`src/rtl/tdc_report_tx.sv`:
```
`default_nettype none
// ============================================================================
// Module   : tdc_report_tx
// Purpose  : Serialises 32-bit TDC measurements into 6-byte UART 8N1 frames:
//            HEADER, meas[31:24], meas[23:16], meas[15:8], meas[7:0], checksum
//            (checksum = XOR of the four data bytes). One measurement can wait
//            in a holding register while a frame is in flight; newer strobes
//            overwrite it and are counted as drops.
// Ports    : clk          - system clock, rising-edge
//            reset        - asynchronous, active-high
//            meas_valid   - one-cycle strobe, meas_cycles valid
//            meas_cycles  - 32-bit measured cycle count
//            tx           - UART serial line (idle high, registered)
//            busy         - frame in transmission
//            pending      - a measurement waits in the holding register
//            drop_count   - saturating count of overwritten measurements
// Revision : 1.0 - initial release
// ============================================================================
module tdc_report_tx #(
  parameter int          CLKS_PER_BIT = 868,
  parameter logic [7:0]  HEADER       = 8'hA5
) (
  input  logic        clk,
  input  logic        reset,
  input  logic        meas_valid,
  input  logic [31:0] meas_cycles,
  output logic        tx,
  output logic        busy,
  output logic        pending,
  output logic [7:0]  drop_count
);

  typedef enum logic [1:0] {
    IDLE  = 2'd0,
    START = 2'd1,
    DATA  = 2'd2,
    STOP  = 2'd3
  } state_t;

  localparam logic [15:0] BAUD_LAST = 16'(CLKS_PER_BIT - 1);
  localparam logic [2:0]  LAST_BYTE = 3'd5;

  state_t      state, state_n;
  logic [15:0] baud_cnt, baud_cnt_n;
  logic [2:0]  bit_idx, bit_idx_n;
  logic [2:0]  byte_idx, byte_idx_n;
  logic [31:0] word, word_n;
  logic [7:0]  csum, csum_n;
  logic [7:0]  shreg, shreg_n;
  logic [31:0] hold, hold_n;
  logic        pending_n;
  logic [7:0]  drop_n;
  logic        tx_n;

  logic        baud_done;
  logic        launch;
  logic [31:0] launch_word;
  logic [7:0]  next_byte;

  assign baud_done   = (baud_cnt == BAUD_LAST);
  // A waiting word always goes out before a word arriving in the same cycle.
  assign launch_word = pending ? hold : meas_cycles;
  assign busy        = (state != IDLE);

  // Byte that follows the one currently on the line.
  always_comb begin
    next_byte = csum;
    case (byte_idx)
      3'd0:    next_byte = word[31:24];
      3'd1:    next_byte = word[23:16];
      3'd2:    next_byte = word[15:8];
      3'd3:    next_byte = word[7:0];
      default: next_byte = csum;
    endcase
  end

  always_comb begin
    state_n    = state;
    baud_cnt_n = baud_cnt;
    bit_idx_n  = bit_idx;
    byte_idx_n = byte_idx;
    word_n     = word;
    csum_n     = csum;
    shreg_n    = shreg;
    hold_n     = hold;
    pending_n  = pending;
    drop_n     = drop_count;
    tx_n       = tx;
    launch     = 1'b0;

    case (state)
      IDLE: begin
        if (meas_valid || pending) launch = 1'b1;
      end
      START: begin
        if (baud_done) begin
          baud_cnt_n = '0;
          bit_idx_n  = '0;
          state_n    = DATA;
          tx_n       = shreg[0];
        end else begin
          baud_cnt_n = baud_cnt + 16'd1;
        end
      end
      DATA: begin
        if (baud_done) begin
          baud_cnt_n = '0;
          if (bit_idx == 3'd7) begin
            state_n = STOP;
            tx_n    = 1'b1;
          end else begin
            bit_idx_n = bit_idx + 3'd1;
            shreg_n   = {1'b0, shreg[7:1]};
            tx_n      = shreg[1];
          end
        end else begin
          baud_cnt_n = baud_cnt + 16'd1;
        end
      end
      STOP: begin
        if (baud_done) begin
          baud_cnt_n = '0;
          if (byte_idx != LAST_BYTE) begin
            byte_idx_n = byte_idx + 3'd1;
            shreg_n    = next_byte;
            state_n    = START;
            tx_n       = 1'b0;
          end else if (meas_valid || pending) begin
            // Chain straight into the next frame with no idle bit time.
            launch = 1'b1;
          end else begin
            state_n = IDLE;
            tx_n    = 1'b1;
          end
        end else begin
          baud_cnt_n = baud_cnt + 16'd1;
        end
      end
      default: begin
        state_n = IDLE;
        tx_n    = 1'b1;
      end
    endcase

    if (launch) begin
      state_n    = START;
      baud_cnt_n = '0;
      bit_idx_n  = '0;
      byte_idx_n = '0;
      word_n     = launch_word;
      csum_n     = launch_word[31:24] ^ launch_word[23:16] ^
                   launch_word[15:8]  ^ launch_word[7:0];
      shreg_n    = HEADER;
      tx_n       = 1'b0;
      // If the held word is being launched, a simultaneous strobe replaces it
      // in the holding register without counting as a drop.
      pending_n  = pending & meas_valid;
      if (pending && meas_valid) hold_n = meas_cycles;
    end else if (meas_valid && (state != IDLE)) begin
      hold_n    = meas_cycles;
      pending_n = 1'b1;
      if (pending && (drop_count != 8'hFF)) drop_n = drop_count + 8'd1;
    end
  end

  always_ff @(posedge clk or posedge reset) begin
    if (reset) begin
      state      <= IDLE;
      baud_cnt   <= '0;
      bit_idx    <= '0;
      byte_idx   <= '0;
      word       <= '0;
      csum       <= '0;
      shreg      <= '0;
      hold       <= '0;
      pending    <= 1'b0;
      drop_count <= '0;
      tx         <= 1'b1;
    end else begin
      state      <= state_n;
      baud_cnt   <= baud_cnt_n;
      bit_idx    <= bit_idx_n;
      byte_idx   <= byte_idx_n;
      word       <= word_n;
      csum       <= csum_n;
      shreg      <= shreg_n;
      hold       <= hold_n;
      pending    <= pending_n;
      drop_count <= drop_n;
      tx         <= tx_n;
    end
  end

endmodule
`default_nettype wire

```
`config.mk`:
```
export PLATFORM = sky130hd
export DESIGN_NAME = tdc_report_tx
export DESIGN_NICKNAME = d
export VERILOG_FILES = /design/src/rtl/tdc_report_tx.sv
export SDC_FILE = /design/constraint.sdc
export NUM_CORES = 1
export LEC_CHECK = 0
export ABC_AREA = 1
export ABC_CLOCK_PERIOD_IN_PS = 7000
export BUFFER_PORTS_ARGS = -buffer_cell sky130_fd_sc_hd__buf_2
export CORE_MARGIN = 2
export CORE_UTILIZATION = 55
export CTS_CLUSTER_SIZE = 25
export DETAILED_ROUTE_END_ITERATION = 16
export HOLD_SLACK_MARGIN = 0.1
export PLACE_DENSITY = 0.74
export SLEW_MARGIN = 15
export SYNTH_ARGS = -nofsm -noshare
export SYNTH_HDL_FRONTEND = slang
export SYNTH_SLANG_ARGS = --single-unit
export TNS_END_PERCENT = 50
```
`constraint.sdc`:
```
create_clock -name clk -period 7 [get_ports clk]
set_input_delay 0 -clock clk [delete_from_list [all_inputs] [get_ports clk]]
set_output_delay 0 -clock clk [all_outputs]
set_load 0.1 [all_outputs]
```
# After elaboration in Yosys (flattened, before gate mapping)
# Index checks and enable logic that the tools add are counted.
# Widths: inputs -> output; s select.
word_totals:
  register_bits: 114
  in_bits: 35
  output_inout_bits: 11
  word_cells: 106
classes:
  addsub: 4
  n_eq_ne: 18
  n_mux: 45
  n_bitwise: 5
  n_reduce_logical: 23
op_table:
  columns: ["operator", "count"]
  rows:
  - ["$mux 32", 4]
  - ["$mux 16", 3]
  - ["$mux 8", 5]
  - ["$pmux 8 s4", 1]
  - ["$mux 3", 8]
  - ["$xor 8x8->8", 3]
  - ["$ne 3x3->1 const B", 7]
  - ["$add 16x1->16 const B", 1]
  - ["$eq 16x10->1 const B", 1]
  - ["$pmux 8 s2", 1]
  - ["$mux 2", 7]
  - ["$mux 1", 12]
  - ["$reduce_bool 2->1", 6]
  - ["$reduce_and 5->1", 2]
  - ["$add 8x1->8 const B", 1]
  - ["$ne 8x8->1 const B", 1]
  - ["$add 3x1->3 const B", 2]
  - ["$eq 3x2->1 const B", 2]
  - ["$pmux 2 s3", 1]
  - ["$pmux 3 s2", 1]
  - ["$reduce_and 3->1", 2]
  - ["$reduce_and 6->1", 1]
  - ["$reduce_bool 3->1", 2]
  - ["$eq 2x2->1 const B", 2]
  - ["other kinds (17)", 19]

# Logic depth before layout (Yosys ltp)
# Gate-level depths: netlist of the first run.
depth:
  depth_word: 7
  ltp_mapped: 14
  ltp_nobuf: 13

# Worst setup path before layout of the first run
# OpenSTA, ideal clock, no wires.
synth_timing:
  kind: "reg-to-reg"
  from: "reg pending"
  to: "reg csum[1]"
  setup_time_ns: 0.065
  arrival_time_ns: 2.089
  t_required_ns: 6.935
  path_slack_ns: 4.846
  path_stages_with_launch: 9
  n_path_buf: 2
  synth_period_minus_slack_ns: 2.154
  cell_sequence: "dfrtp_1 > buf_2 > clkbuf_1 > nand2_1 > nand2_1 > xor2_1 > xnor2_1 > nand2_1 > nand2_1"
synth_between:
  elab_chain_cells: 5
  elab_cells_between_ends: 9
  classes_between: "mux: 5; bitwise: 3; reduce/logical: 1"
synth_lines:
  columns: ["item", "line", "source"]
  rows:
  - ["start: declaration", "29", "output logic pending,"]
  - ["start signal: assignment", "188", "pending <= pending_n;"]
  - ["$logic_or 1x1->1", "93, 128", null]
  - ["$mux 1", "93, 128", null]
  - ["$mux 1", "123", "if (byte_idx != LAST_BYTE) begin"]
  - ["$mux 1", "121", "if (baud_done) begin"]
  - ["$pmux 1 s2", "91", "case (state)"]
  - ["end signal: assignment", "185", "csum <= csum_n;"]
  - ["end: declaration", "48", "logic [7:0] csum, csum_n;"]
# Several ways; a longest one is shown, not always the timed one.
# A chain may end at the register's enable or synchronous reset.

# Final worst setup path of the first run
layout_timing:
  from: "reg state[0]"
  to: "reg hold[21]"
layout_between:
  elab_chain_cells: 4
  elab_cells_between_ends: 9
  classes_between: "eq/ne: 2; mux: 2; reduce/logical: 5"
layout_lines:
  columns: ["item", "line", "source"]
  rows:
  - ["start: declaration", "43", "state_t state, state_n;"]
  - ["start signal: assignment", "180", "state <= state_n;"]
  - ["$eq 2x2->1 (tied with other cells)", "91", null]
  - ["$pmux 1 s2 / $logic_and 1x1->1 (equally long branches)", "91, 159", null]
  - ["$ne 2x1->1 (no line) / $reduce_bool 2->1 (equally long branches)", null, null]
  - ["$reduce_and 2->1 (no line)", null, null]
  - ["end signal: assignment", "187", "hold <= hold_n;"]
  - ["end: declaration", "50", "logic [31:0] hold, hold_n;"]
# Several ways; a longest one is shown, not always the timed one.

==> results_dict.tcl, run 1 <==
set metrics [dict create \
    start_kind "flop" \
    path_cells "ha_1 -> nand3_1 -> nor2_1 -> nand3_2 -> a21oi_4 -> buf_4 -> nand2_1 -> o21ai_2 -> buf_4 -> nand2_1 -> nand2_1" \
    path_class "flop to flop" \
    cts_root_buffer "clkbuf_16" \
    fmax_mhz 326.8 \
    end_kind "flop" \
    ys_ff_latch 114 \
    syn_inst 837 \
    cts_tree "done" \
    min_path_type "primary input to asynchronous set/reset pin" \
    avgSynthCellArea_um2 7.582 \
    cts_buffer_depth 2 \
    first_pass_iters 6 \
    synth_edf_count 0 \
    intPower_w 0.002119 \
    fillers 944 \
    combinationalPowerShare 0.475 \
    synth_nets 887 \
    clkSinkCount 114 \
    final_layout_size_suffix_gt1_frac 0.1203 \
    startpoint "state[0]" \
    worst_slack_ps 3940 \
    synth.top_cells.by_area "dfrtp_1, nand2_1, nand3_1" \
    slew_viol_final 0 \
    area_growth_pct 18.73 \
    yosysMostFrequentCell "nand2_1" \
    wl_per_cell_um 13.85 \
    power.leakage_nw 3.922 \
    dp_cells 1000 \
    vias 5623 \
    crit-reg2reg-launch "state[0]" \
    synth_seq_area_share 0.4497 \
    worstPathArrival_ps 3410 \
    post-synth-top-area-fraction 0.4456 \
    start_util 0.5606 \
    drv_cap 0 \
    slew_headroom 0.3718 \
    fin_crit_sh 0.4372 \
    synth_flop_cell "dfrtp_1" \
    ios 46 \
    dp_slack_ps 3935 \
    final_nets 960 \
    gr-total-overflow 0 \
    synth.cell_area_um2 6346 \
    sequentialPowerShare 0.287 \
    antennaDiodeCount 0 \
    crit_path_top_delay_cell "buf_4" \
    dieArea_um2 12410 \
    clock_skew_ps 5.400 \
    clk_latency_ps 420 \
    slowest_delay_ps 540 \
    switching_share 0.4547 \
    whs_ps 229.8 \
    row_count 39 \
    core_um2 11320 \
    synth_cell_types 32 \
    die_height_um 111.4 \
    worst_slew_pin_slew_ps 941.3 \
    cpMostUsedCell "nand2_1" \
    final_area_um2 7535 \
    place_area_um2 6563 \
    power.density_nw_per_um2 515.7 \
    io_buffers 45 \
    required_ps 7350 \
    grt_antenna_before_repair 0 \
    yosysWarningCount 0 \
    dp_hpwl_um 9751 \
    fin_cells 1066 \
    cts_buffers 17 \
    cp_max_fo 75 \
    grt_use_total 0.2538 \
    outcome "completed" \
    grt_pass1_wl_um 25470 \
    synthTopCellsByCount "nand2_1, dfrtp_1, nor2_1" \
    wirelength_um 14770 \
    post-route-min-period_ps 3060 \
    yosysTopAreaCell "dfrtp_1" \
    routed_via_density 5.275 \
    clkPwrFrac 0.238 \
    irDropWorstVdd_mv 0.3816 \
    dr.first_iter.drc_count 293 \
    grt_pass1_vias 5440 \
    die_x_um 111.4 \
    drc 0 \
    tns_ps 0 \
    multi_input_area_um2 3024 \
    ant_nets 0 \
    hold_viol_final 0 \
    grt_max_degree 76 \
    globalplace.congestion 0.8634 \
    finalSetupViolCount 0 \
    p_switching_w 0.001767 \
    ff_latch_area_um2 2854 \
    rsz0062_at_grt "no" \
    ys_async_sr_fraction 1.000 \
    cts.htree.levels 4 \
    clkTransAtPathRegs_ps 60 \
]
worst max-delay path: cells and delay by family, from the launching register on:
family                   cells  cell delay (ps)
AND/OR/NAND/NOR              6              900
buffers and inverters        2              900
AO/OA/AOI/OAI                2              230
adder cells (fa/ha/maj)      1              530
flip-flops                   1              420
cells in the final DEF, fill, tap and decap left out, types with 3 or more instances in the layout:
master,instances
nand2_1,341
dfrtp_1,113
nor2_1,65
inv_1,60
nand3_1,50
buf_2,45
o21ai_0,42
dlygate4sd3_1,34
xor2_1,21
a31oi_1,19
clkbuf_16,17
xnor2_1,16
ha_1,15
nand4_1,12
or2_2,9
o21ai_1,7
nor3_1,6
buf_4,5
a21oi_1,4
o31ai_1,4
inv_6,4
bufinv_16,4
nand2_2,3
nor2_2,3
nand3_2,3
o21ai_2,3
clkinv_4,3
flip-flops by register name (all words and copies together), names as in the netlist, 2 cells and up:
name	count
drop_count	8
csum	8
word	32
baud_cnt	16
shreg	8
byte_idx	3
state	2
hold	32
bit_idx	3
cell families (layout without fill, tap and decap cells):
logic type,after synthesis,count (layout),synth area share
AND/OR/NAND/NOR,495,495,0.3218
flip-flops,114,114,0.4497
buffers and inverters,94,180,0.07374
AO/OA/AOI/OAI,82,82,0.07413
XOR/XNOR,37,37,0.05106
adder cells (fa/ha/maj),15,15,0.02957
area by class of cell:
cell class / count / share of cell area
clock inverter: 15 / 0.02740
multi-input combinational: 629 / 0.4014
sequential: 114 / 0.3788
clock buffer: 17 / 0.05646
tap: 143 / 0.02375
timing repair buffer: 84 / 0.08004
inverter: 64 / 0.03222
routing by layer:
metal  wire, um  track usage  vias to the layer above
met1       6680       0.3341                     2658
li1           -            -                     2804
met5          0            0                        -
met3        637      0.06641                       23
met2       7180       0.4175                      138
met4        271      0.07490                        0
stage by stage:
| step | util | total power [W] |
|---|---|---|
| after floorplan | - | 0.002620 |
| after global placement | 0.5797 | 0.002866 |
| after detailed placement | 0.5797 | 0.002925 |
| after CTS | 0.6656 | 0.003888 |
| after global routing | 0.6656 | 0.004196 |
| final | 0.6656 | 0.003885 |
power by group through the flow:
stage | Combinational (W) | Clock, W | Sequential, W
floorplan | 0.00141 | 0 | 0.00121
global placement | 0.00175 | 0 | 0.00111
detailed placement | 0.00181 | 0 | 0.00112
CTS | 0.00184 | 0.000936 | 0.00111
global route | 0.00208 | 0.000964 | 0.00115
finish | 0.00185 | 0.000925 | 0.00111
repair_timing:
item / in CTS / in global routing
buffers inserted: 0 / 0
gates resized for setup: 0 / 0
hold buffers: 34 / 0
endpoints found under the hold margin: 118 / 0
worst paths after layout:
path | to | slack (ps) | cells past startpoint
setup / recovery | hold[21] | 3940 | 11
max in group asynchronous | drop_count[3] | 5540 | 4
hold reg to reg | hold[11] | 470 | 2
min in group clk | hold[11] | 330 | 4
hold / removal | hold[7] | 230 | 3
setup reg to reg | hold[21] | 3940 | 11
No activity file was read; power rests on OpenSTA's default activity.
==> inputs of run 2 (changes only) <==
--- a/config.mk
+++ b/config.mk
@@ -6,14 +6,14 @@
 export NUM_CORES = 1
 export LEC_CHECK = 0
 export ABC_AREA = 1
-export ABC_CLOCK_PERIOD_IN_PS = 7000
+export ABC_CLOCK_PERIOD_IN_PS = 2600
 export BUFFER_PORTS_ARGS = -buffer_cell sky130_fd_sc_hd__buf_2
 export CORE_MARGIN = 2
 export CORE_UTILIZATION = 55
 export CTS_CLUSTER_SIZE = 25
 export DETAILED_ROUTE_END_ITERATION = 16
 export HOLD_SLACK_MARGIN = 0.1
-export PLACE_DENSITY = 0.74
+export PLACE_DENSITY = 0.77
 export SLEW_MARGIN = 15
 export SYNTH_ARGS = -nofsm -noshare
 export SYNTH_HDL_FRONTEND = slang
==> constraint.sdc (replaced) <==
create_clock -name clk -period 2.6 [get_ports clk]
set_input_delay 0 -clock clk [delete_from_list [all_inputs] [get_ports clk]]
set_output_delay 0 -clock clk [all_outputs]
set_load 0.1 [all_outputs]
==> results_dict.tcl, run 2 (synthesis gave the netlist of run 1 again) <==
set metrics [dict create \
    slowest_delay_ps 410 \
    slew_viol_final 0 \
    dieArea_um2 12410 \
    p_switching_w 0.004672 \
    worst_slew_pin_slew_ps 736.4 \
    outcome "completed" \
    ios 46 \
    required_ps 2880 \
    clkPwrFrac 0.225 \
    clkTransAtPathRegs_ps 60 \
    grt_max_degree 53 \
    cts_resized 0 \
    vias 5558 \
    wl_per_cell_um 13.78 \
    drv_cap 0 \
    grt_pass1_vias 5457 \
    clkSinkCount 114 \
    drc 0 \
    globalplace.congestion 0.8739 \
    fin_crit_sh 0.8831 \
    crit_path_top_delay_cell "dfrtp_1" \
    irDropWorstVdd_mv 1.202 \
    top_regs "hold x32, word x32, baud_cnt x16" \
    path_class "flop to flop" \
    final_layout_size_suffix_gt1_frac 0.1288 \
    first_pass_iters 5 \
    grt_use_total 0.2568 \
    worstPathArrival_ps 2580 \
    row_count 39 \
    rr_worst_depth 11 \
    grt_pass1_wl_um 25560 \
    crit-reg2reg-launch "byte_idx[1]" \
    wirelength_um 14820 \
    area_growth_pct 19.34 \
    rsz0062_at_grt "no" \
    die_x_um 111.4 \
    antennaDiodeCount 0 \
    layout_common_cells "nand2_1, dfrtp_1, nor2_1" \
    combinationalPowerShare 0.484 \
    routed_via_density 5.170 \
    clk_latency_ps 420 \
    cts_buffer_depth 2 \
    power.density_nw_per_um2 1356 \
    finalSetupViolCount 0 \
    final_common_cell "nand2_1" \
    crit_family "simple AND/OR/NAND/NOR gates" \
    slew_headroom 0.5080 \
    postCtsSetupRepairBufs 0 \
    die_height_um 111.4 \
    power.leakage_nw 3.955 \
    cts_root_buffer "clkbuf_16" \
    cp_max_fo 32 \
    gr-total-overflow 0 \
    dp_hpwl_um 9973 \
    post-route-min-period_ps 2296 \
    sequentialPowerShare 0.291 \
    reg2reg_to "baud_cnt[5]" \
    fmax_mhz 435.5 \
    io_buffers 45 \
    tns_ps 0 \
    cts_buffers 17 \
    hold_buffers 34 \
    start_util 0.5606 \
    min_path_type "primary input to asynchronous set/reset pin" \
    core_um2 11320 \
    grt_antenna_before_repair 0 \
    start_kind "flop" \
    final_nets 969 \
    cts_tree "done" \
    reg2reg_slack_ps 300 \
    critPathBufInv 2 \
    end_kind "flop" \
    clock_skew_ps 6.663 \
    ant_nets 0 \
    finalPower_w 0.01027 \
    hold_viol_final 0 \
    path_cells "inv_1 -> ha_1 -> nand3_1 -> nor2_1 -> nand3_2 -> nand2_2 -> nand2_4 -> nand2_2 -> inv_1 -> nand2_1 -> o31ai_1" \
    switching_share 0.4550 \
    cts.htree.levels 4 \
    dr.first_iter.drc_count 383 \
    intPower_w 0.005596 \
]
[run 2: cell count changes in the layout (fill, tap and decap cells not counted), sizes merged]
cell    delta
clkbuf     +2
bufinv     -2
clkinv     +5
inv        -5
buf        +9
[run 2: layout make-up]
class                      count  area, um^2
sequential                   114        2854
inverter                      64       244.0
clock buffer                  19       452.9
tap                          143       178.9
fill                         969        3747
timing repair buffer          93       683.2
multi-input combinational    629        3024
clock inverter                13       136.4
[run 2: layer usage]
layer	global-route usage	share of wire
met2	0.4264	0.49
met4	0.09383	0.020
met3	0.06478	0.044
met5	0	0
met1	0.3284	0.45
[run 2: how the worst max path moves through the flow]
| stage | startpoint | end | slack (ps) | depth (start not counted) |
|---|---|---|---|---|
| 3_5_place_dp | byte_idx[1] | hold[18] | 330 | 11 |
| 4_1_cts | byte_idx[1] | baud_cnt[11] | 290 | 11 |
| 2_1_floorplan | pending | csum[1] | 450 | 8 |
| 3_3_place_gp | byte_idx[1] | hold[26] | 370 | 11 |
| 5_1_grt | byte_idx[1] | hold[17] | 100 | 11 |
| 6_report | byte_idx[1] | baud_cnt[5] | 300 | 11 |
[run 2: worst min-delay path: cells and delay by family]
| family | cells | cell delay, ps |
|---|---|---|
| buffers and inverters | 3 | 1140 |
[run 2: per-stage QoR]
step           hold slack, ps    util  setup slack, ps  instance area [um^2]  cells
6_report                252.0  0.6690            304.0                  7574   1075
5_1_grt                 304.5  0.6690            96.10                  7574   1075
4_1_cts                 260.3  0.6690            289.5                  7574   1075
3_5_place_dp            159.3  0.5869            332.3                  6644   1009
3_3_place_gp            157.2  0.5869            368.3                  6644   1009
2_1_floorplan           116.6       -            446.3                  6350    837
[run 2: power groups by stage]
stage / clock, W / combinational, W / sequential [W]
3_5_place_dp: 0 / 0.00491 / 0.00300
3_3_place_gp: 0 / 0.00480 / 0.00298
4_1_cts: 0.00232 / 0.00500 / 0.00299
6_report: 0.00231 / 0.00497 / 0.00299
5_1_grt: 0.00242 / 0.00563 / 0.00308
2_1_floorplan: 0 / 0.00380 / 0.00325
